[src/rtl/wb_stage.sv]
// Writeback stage: a 2-entry result FIFO drained into the register file, with load-data wait and halt hold.
// Optional pending-write hazard query (q_hit) is enabled by defining WB_HAZARD_QUERY_EN.
module wb_stage (
    input  logic        clk,
    input  logic        rst_n,
    input  logic        halt,
    input  logic        ex_valid,
    output logic        ex_ready,
    input  logic        ex_ts,
    input  logic [3:0]  ex_dest,
    input  logic [15:0] ex_val,
    input  logic        ex_load,
    input  logic        mem_valid,
    input  logic [15:0] mem_data,
    output logic        wb_en,
    output logic        w_ts,
    output logic [3:0]  rd_sel,
    output logic [15:0] rd_val,
    output logic [3:0]  i_dest,
    output logic        busy,
    output logic        mem_err,
    input  logic        q_ts,
    input  logic [3:0]  q_sel,
    output logic        q_hit
);

    typedef struct packed {
        logic        ts;
        logic [3:0]  dest;
        logic [15:0] val;
        logic        load;
    } entry_t;

    typedef enum logic {
        IDLE      = 1'b0,
        LOAD_WAIT = 1'b1
    } state_t;

    entry_t      fifo_q [2];
    logic        rd_ptr_q;
    logic        wr_ptr_q;
    logic [1:0]  count_q;
    logic        full;
    logic        empty;
    entry_t      head;
    logic        push;

    state_t      state_q;
    state_t      state_d;

    logic        pop;
    logic [15:0] wr_val;
    logic        hold_load;
    logic        err_set;
    logic        hold_valid_q;
    logic [15:0] hold_data_q;

    assign full  = (count_q == 2'd2);
    assign empty = (count_q == 2'd0);
    assign head  = fifo_q[rd_ptr_q];

    // Gating with rst_n keeps the stage from advertising space while it is held in reset.
    assign ex_ready = rst_n && !full && !halt;
    assign push     = ex_valid && ex_ready;
    assign busy     = !empty || (state_q != IDLE);

    // ---------------- FSM: state register ----------------
    // NOTE: sequential state uses non-blocking (<=) so every flop samples pre-edge values.
    always_ff @(posedge clk or negedge rst_n) begin
        if (!rst_n) begin
            state_q <= IDLE;
        end else begin
            state_q <= state_d;
        end
    end

    // ---------------- FSM: next-state logic ----------------
    // NOTE: every always_comb output gets a default first, so no path can infer a latch.
    always_comb begin
        state_d = state_q;
        case (state_q)
            IDLE: begin
                if (!halt && !empty && head.load) begin
                    state_d = LOAD_WAIT;
                end
            end
            LOAD_WAIT: begin
                if (!halt && (mem_valid || hold_valid_q)) begin
                    state_d = IDLE;
                end
            end
            default: state_d = IDLE;
        endcase
    end

    // ---------------- FSM: output logic ----------------
    always_comb begin
        pop       = 1'b0;
        wr_val    = head.val;
        hold_load = 1'b0;
        err_set   = 1'b0;
        case (state_q)
            IDLE: begin
                if (!halt && !empty && !head.load) begin
                    pop = 1'b1;
                end
                // Load data with nothing outstanding is a protocol error.
                err_set = mem_valid;
            end
            LOAD_WAIT: begin
                if (!halt) begin
                    if (hold_valid_q) begin
                        pop     = 1'b1;
                        wr_val  = hold_data_q;
                        err_set = mem_valid;
                    end else if (mem_valid) begin
                        pop    = 1'b1;
                        wr_val = mem_data;
                    end
                end else if (mem_valid) begin
                    if (hold_valid_q) begin
                        err_set = 1'b1;
                    end else begin
                        hold_load = 1'b1;
                    end
                end
            end
            default: begin
                pop = 1'b0;
            end
        endcase
    end

    // ---------------- FIFO control ----------------
    always_ff @(posedge clk or negedge rst_n) begin
        if (!rst_n) begin
            rd_ptr_q <= 1'b0;
            wr_ptr_q <= 1'b0;
            count_q  <= 2'd0;
        end else begin
            if (push) begin
                wr_ptr_q <= ~wr_ptr_q;
            end
            if (pop) begin
                rd_ptr_q <= ~rd_ptr_q;
            end
            case ({push, pop})
                2'b10:   count_q <= count_q + 2'd1;
                2'b01:   count_q <= count_q - 2'd1;
                default: count_q <= count_q;
            endcase
        end
    end

    // NOTE: FIFO storage is deliberately not reset; count_q alone decides which entries are meaningful.
    always_ff @(posedge clk) begin
        if (push) begin
            fifo_q[wr_ptr_q] <= '{ts: ex_ts, dest: ex_dest, val: ex_val, load: ex_load};
        end
    end

    // ---------------- Load-data hold register ----------------
    always_ff @(posedge clk or negedge rst_n) begin
        if (!rst_n) begin
            hold_valid_q <= 1'b0;
            hold_data_q  <= 16'h0000;
        end else if (hold_load) begin
            hold_valid_q <= 1'b1;
            hold_data_q  <= mem_data;
        end else if (pop) begin
            hold_valid_q <= 1'b0;
        end
    end

    // ---------------- Sticky error ----------------
    always_ff @(posedge clk or negedge rst_n) begin
        if (!rst_n) begin
            mem_err <= 1'b0;
        end else if (err_set) begin
            mem_err <= 1'b1;
        end
    end

    // ---------------- Register-file write port ----------------
    // Write fields only update on a pop, so they hold their last value while wb_en is low.
    always_ff @(posedge clk or negedge rst_n) begin
        if (!rst_n) begin
            wb_en  <= 1'b0;
            w_ts   <= 1'b0;
            rd_sel <= 4'h0;
            rd_val <= 16'h0000;
            i_dest <= 4'h0;
        end else begin
            wb_en <= pop;
            if (pop) begin
                w_ts   <= head.ts;
                rd_sel <= head.dest;
                rd_val <= wr_val;
                i_dest <= head.dest;
            end
        end
    end

    // ---------------- Pending-write hazard query ----------------
`ifdef WB_HAZARD_QUERY_EN
    always_comb begin
        q_hit = 1'b0;
        for (int i = 0; i < 2; i++) begin
            if (((count_q == 2'd2) || ((count_q == 2'd1) && (rd_ptr_q == 1'(i)))) &&
                (fifo_q[i].ts == q_ts) && (fifo_q[i].dest == q_sel)) begin
                q_hit = 1'b1;
            end
        end
    end
`else
    logic unused_query;
    assign unused_query = ^{q_ts, q_sel};
    assign q_hit        = 1'b0;
`endif

endmodule

[config.mk]
export PLATFORM = sky130hd
export DESIGN_NAME = wb_stage
export DESIGN_NICKNAME = d
export VERILOG_FILES = /design/src/rtl/wb_stage.sv
export SDC_FILE = /design/constraint.sdc
export NUM_CORES = 1
export LEC_CHECK = 0
export ABC_AREA = 1
export BUFFER_PORTS_ARGS = -buffer_cell sky130_fd_sc_hd__buf_2
export CORE_ASPECT_RATIO = 1.2
export CORE_MARGIN = 2
export CORE_UTILIZATION = 50
export DETAILED_ROUTE_END_ITERATION = 8
export GPL_ROUTABILITY_DRIVEN = 0
export PLACE_DENSITY_LB_ADDON = 0.15
export REMOVE_ABC_BUFFERS = 1
export SYNTH_ARGS = -nofsm -noshare
export SYNTH_HDL_FRONTEND = slang
export SYNTH_SLANG_ARGS = --single-unit
[constraint.sdc]
create_clock -name clk -period 5.05 [get_ports clk]
set_input_delay 0.505 -clock clk [delete_from_list [all_inputs] [get_ports clk]]
set_output_delay 0.505 -clock clk [all_outputs]
set_load 0.02 [all_outputs]
==> impl_metrics.toml <==
[synthesis]
synth_edf_count = 44
ys_seq_elements = 89
post-synth-top-count-cell = "nand2_1"
ys_top_cells_by_count = "212 x nand2_1, 45 x dfrtp_1, 44 x edfxtp_1"
ys_types = 24
syn_inst = 429
yosys_warnings = 0
yosys_most_used_dff = "dfrtp_1"
synth.area.top_cells = "edfxtp_1 34%, dfrtp_1 29%, nand2_1 20%"
syn_area_per_cell_um2 = 9.09
synth_top_area_frac = 0.339
synth.largest_area_cell = "edfxtp_1"
syn_area_mm2 = 0.00390
async_flop_share = 0.506
seq_area_frac_synth = 0.627

[placed_design]
dpl.hpwl_um = 5140
portBuffers = 71

[timing]
setup_tns_ps = 0
finalSetupViolCount = 0
clock_skew_ps = 9.74
whs_ps = 236
final_hold_viol_count = 0
period_minus_slack_ps = 2840
period_share = 0.562
maxSlewHeadroom = 0.243
slew_viol_final = 0
rsz0062_at_grt = "false"
worstMarginPinSlew_ps = 1130
clock.fmax_mhz = 352

[grt]
grtUsageTotal = 0.198
grt_pass1_vias = 2715
grt_antenna_before_repair = 0
overflow = 0
grt_start_max_net_pins = 48
grt_pass1_wl_um = 13100

[routing]
vias_per_cell = 4.97
num_vias = 2907
first_pass_iters = 5
final_antenna_net_count = 0
met1_length_um = 3520
top_layer = "met4"
dr_wl_met2_um = 3960
routedWlPerCell_um = 13.6
wl_met3_um = 337
drc = 0
wl_um = 7940
dr.first_iter.drc_count = 185

[critical_path]
worstPathRequired_ps = 5300
end_kind = "flip-flop"
start_kind = "flip-flop"
worstSetupPathType = "reg2reg"
cp.arrival_ps = 3090
crit_path_max_fanout = 24

[cts]
clkLatencyLatePin_ps = 350
cts.clk_slew.worst_paths_ps = 90
cts_tree = "yes"
cts_resized = 0
clkSinkCount = 89
ctsHoldBuffers = 0
postCtsSetupBuffers = 0
clockRootBuffer = "clkbuf_8"
cts_made_buffers = 9
htree_levels = 3
cts_buffer_depth = 2

[die]
start_util = 0.512
rows = 35
core_area_mm2 = 0.00762
pin_count = 78
die_h_um = 101
die-area_mm2 = 0.00853
fp.dieW_um = 84.6

[cells_and_area]
n_fill_cell = 685
utilization = 0.586
final_nets = 537
drive_gt1_frac = 0.199
area_delta_synth_final_pct = 14.4
diodes = 0

[pwr]
power.density_mw_per_mm2 = 550
p_leak_uw = 0.00228
ir_drop_mv = 0.297

[flow_run]
maxCapViolCount = 0

[run_status]
status = "completed"

[hold_path]
hp-class = "in2async"
final timing paths:
| kind | end | depth (start not counted) | slack (ps) | startpoint |
|---|---|---|---|---|
| max | count_q[1]$_DFFE_PN0P_ | 9 | 2210 | rd_ptr_q$_DFFE_PN0P_ |
| min | mem_err$_DFFE_PN0P_ | 2 | 240 | rst_n |
| max reg2reg | count_q[1]$_DFFE_PN0P_ | 9 | 2210 | rd_ptr_q$_DFFE_PN0P_ |
| min reg2reg | mem_err$_DFFE_PN0P_ | 1 | 490 | mem_err$_DFFE_PN0P_ |
| max in group asynchronous | rd_sel[1]$_DFFE_PN0P_ | 2 | 4390 | rst_n |
| min in group clk | fifo_q[1][20]$_DFFE_PP_ | 1 | 330 | ex_dest[3] |
cells by family (layout without fill, tap and decap cells):
logic type,Yosys count,in the layout,share of synthesized area
xor+xnor,3,3,0.00674
simple gates,263,263,0.272
buf+inv,51,115,0.0625
compound gates,21,21,0.0276
fa+ha+maj,1,1,0.00321
flops,89,89,0.627
other cells,1,1,0.000961
per-layer routing:
metal	vias to the layer above	GRT usage
li1	1476	-
met1	1358	0.268
met2	63	0.329
met3	10	0.0287
met4	0	0.0720
met5	-	0
power by group:
part	switching [uW]	internal (uW)	total [uW]
clock network	267	249	516
registers	121	953	1070
logic	581	282	864
total	970	1480	2450
per-stage QoR:
step / std cells / setup WS (ps) / cell area, um2 / power [uW]
2_1_floorplan: 403 / 2370 / 3750 / 1660
3_3_place_gp: 569 / 2200 / 4250 / 1930
3_5_place_dp: 569 / 2160 / 4250 / 1960
4_1_cts: 585 / 2170 / 4460 / 2470
5_1_grt: 585 / 1930 / 4460 / 2630
6_report: 585 / 2210 / 4460 / 2450
critical path, cell delays in order (launching register included):
cell and delay, ps:
dfrtp_1 390, inv_2 310, nand2_1 120, nand2_1 90
nand3_2 440, nand2_2 620, ha_1 360, a21oi_1 120
o21ai_0 120, xnor2_1 140
flip-flops by register name, summed over array words and instances (netlist names), 2 cells and up:
name	count
fifo_q	44
hold_data_q	16
rd_val	16
rd_sel	4
count_q	2
cell type report:
class	count	area [um2]	area share
Clock inverter	6	75.1	0.0168
Multi-Input combinational cell	289	1210	0.272
Inverter	25	96.3	0.0216
Clock buffer	10	138	0.0308
Timing Repair Buffer	74	378	0.0846
Sequential cell	89	2450	0.548
Tap cell	92	115	0.0258
layout by cell type, fill, tap and decap left out, drive strengths merged:
cell	count
xnor2	2
xor2	1
nor2	7
o21bai	1
ha	1
conb	1
a21oi	2
inv	27
buf	74
dfrtp	45
clkbuf	10
clkinv	2
bufinv	1
clkinvlp	1
nand2	213
o21ai	18
nand4	3
nand3	40
edfxtp	44
No activity file was read; power rests on OpenSTA's default activity.
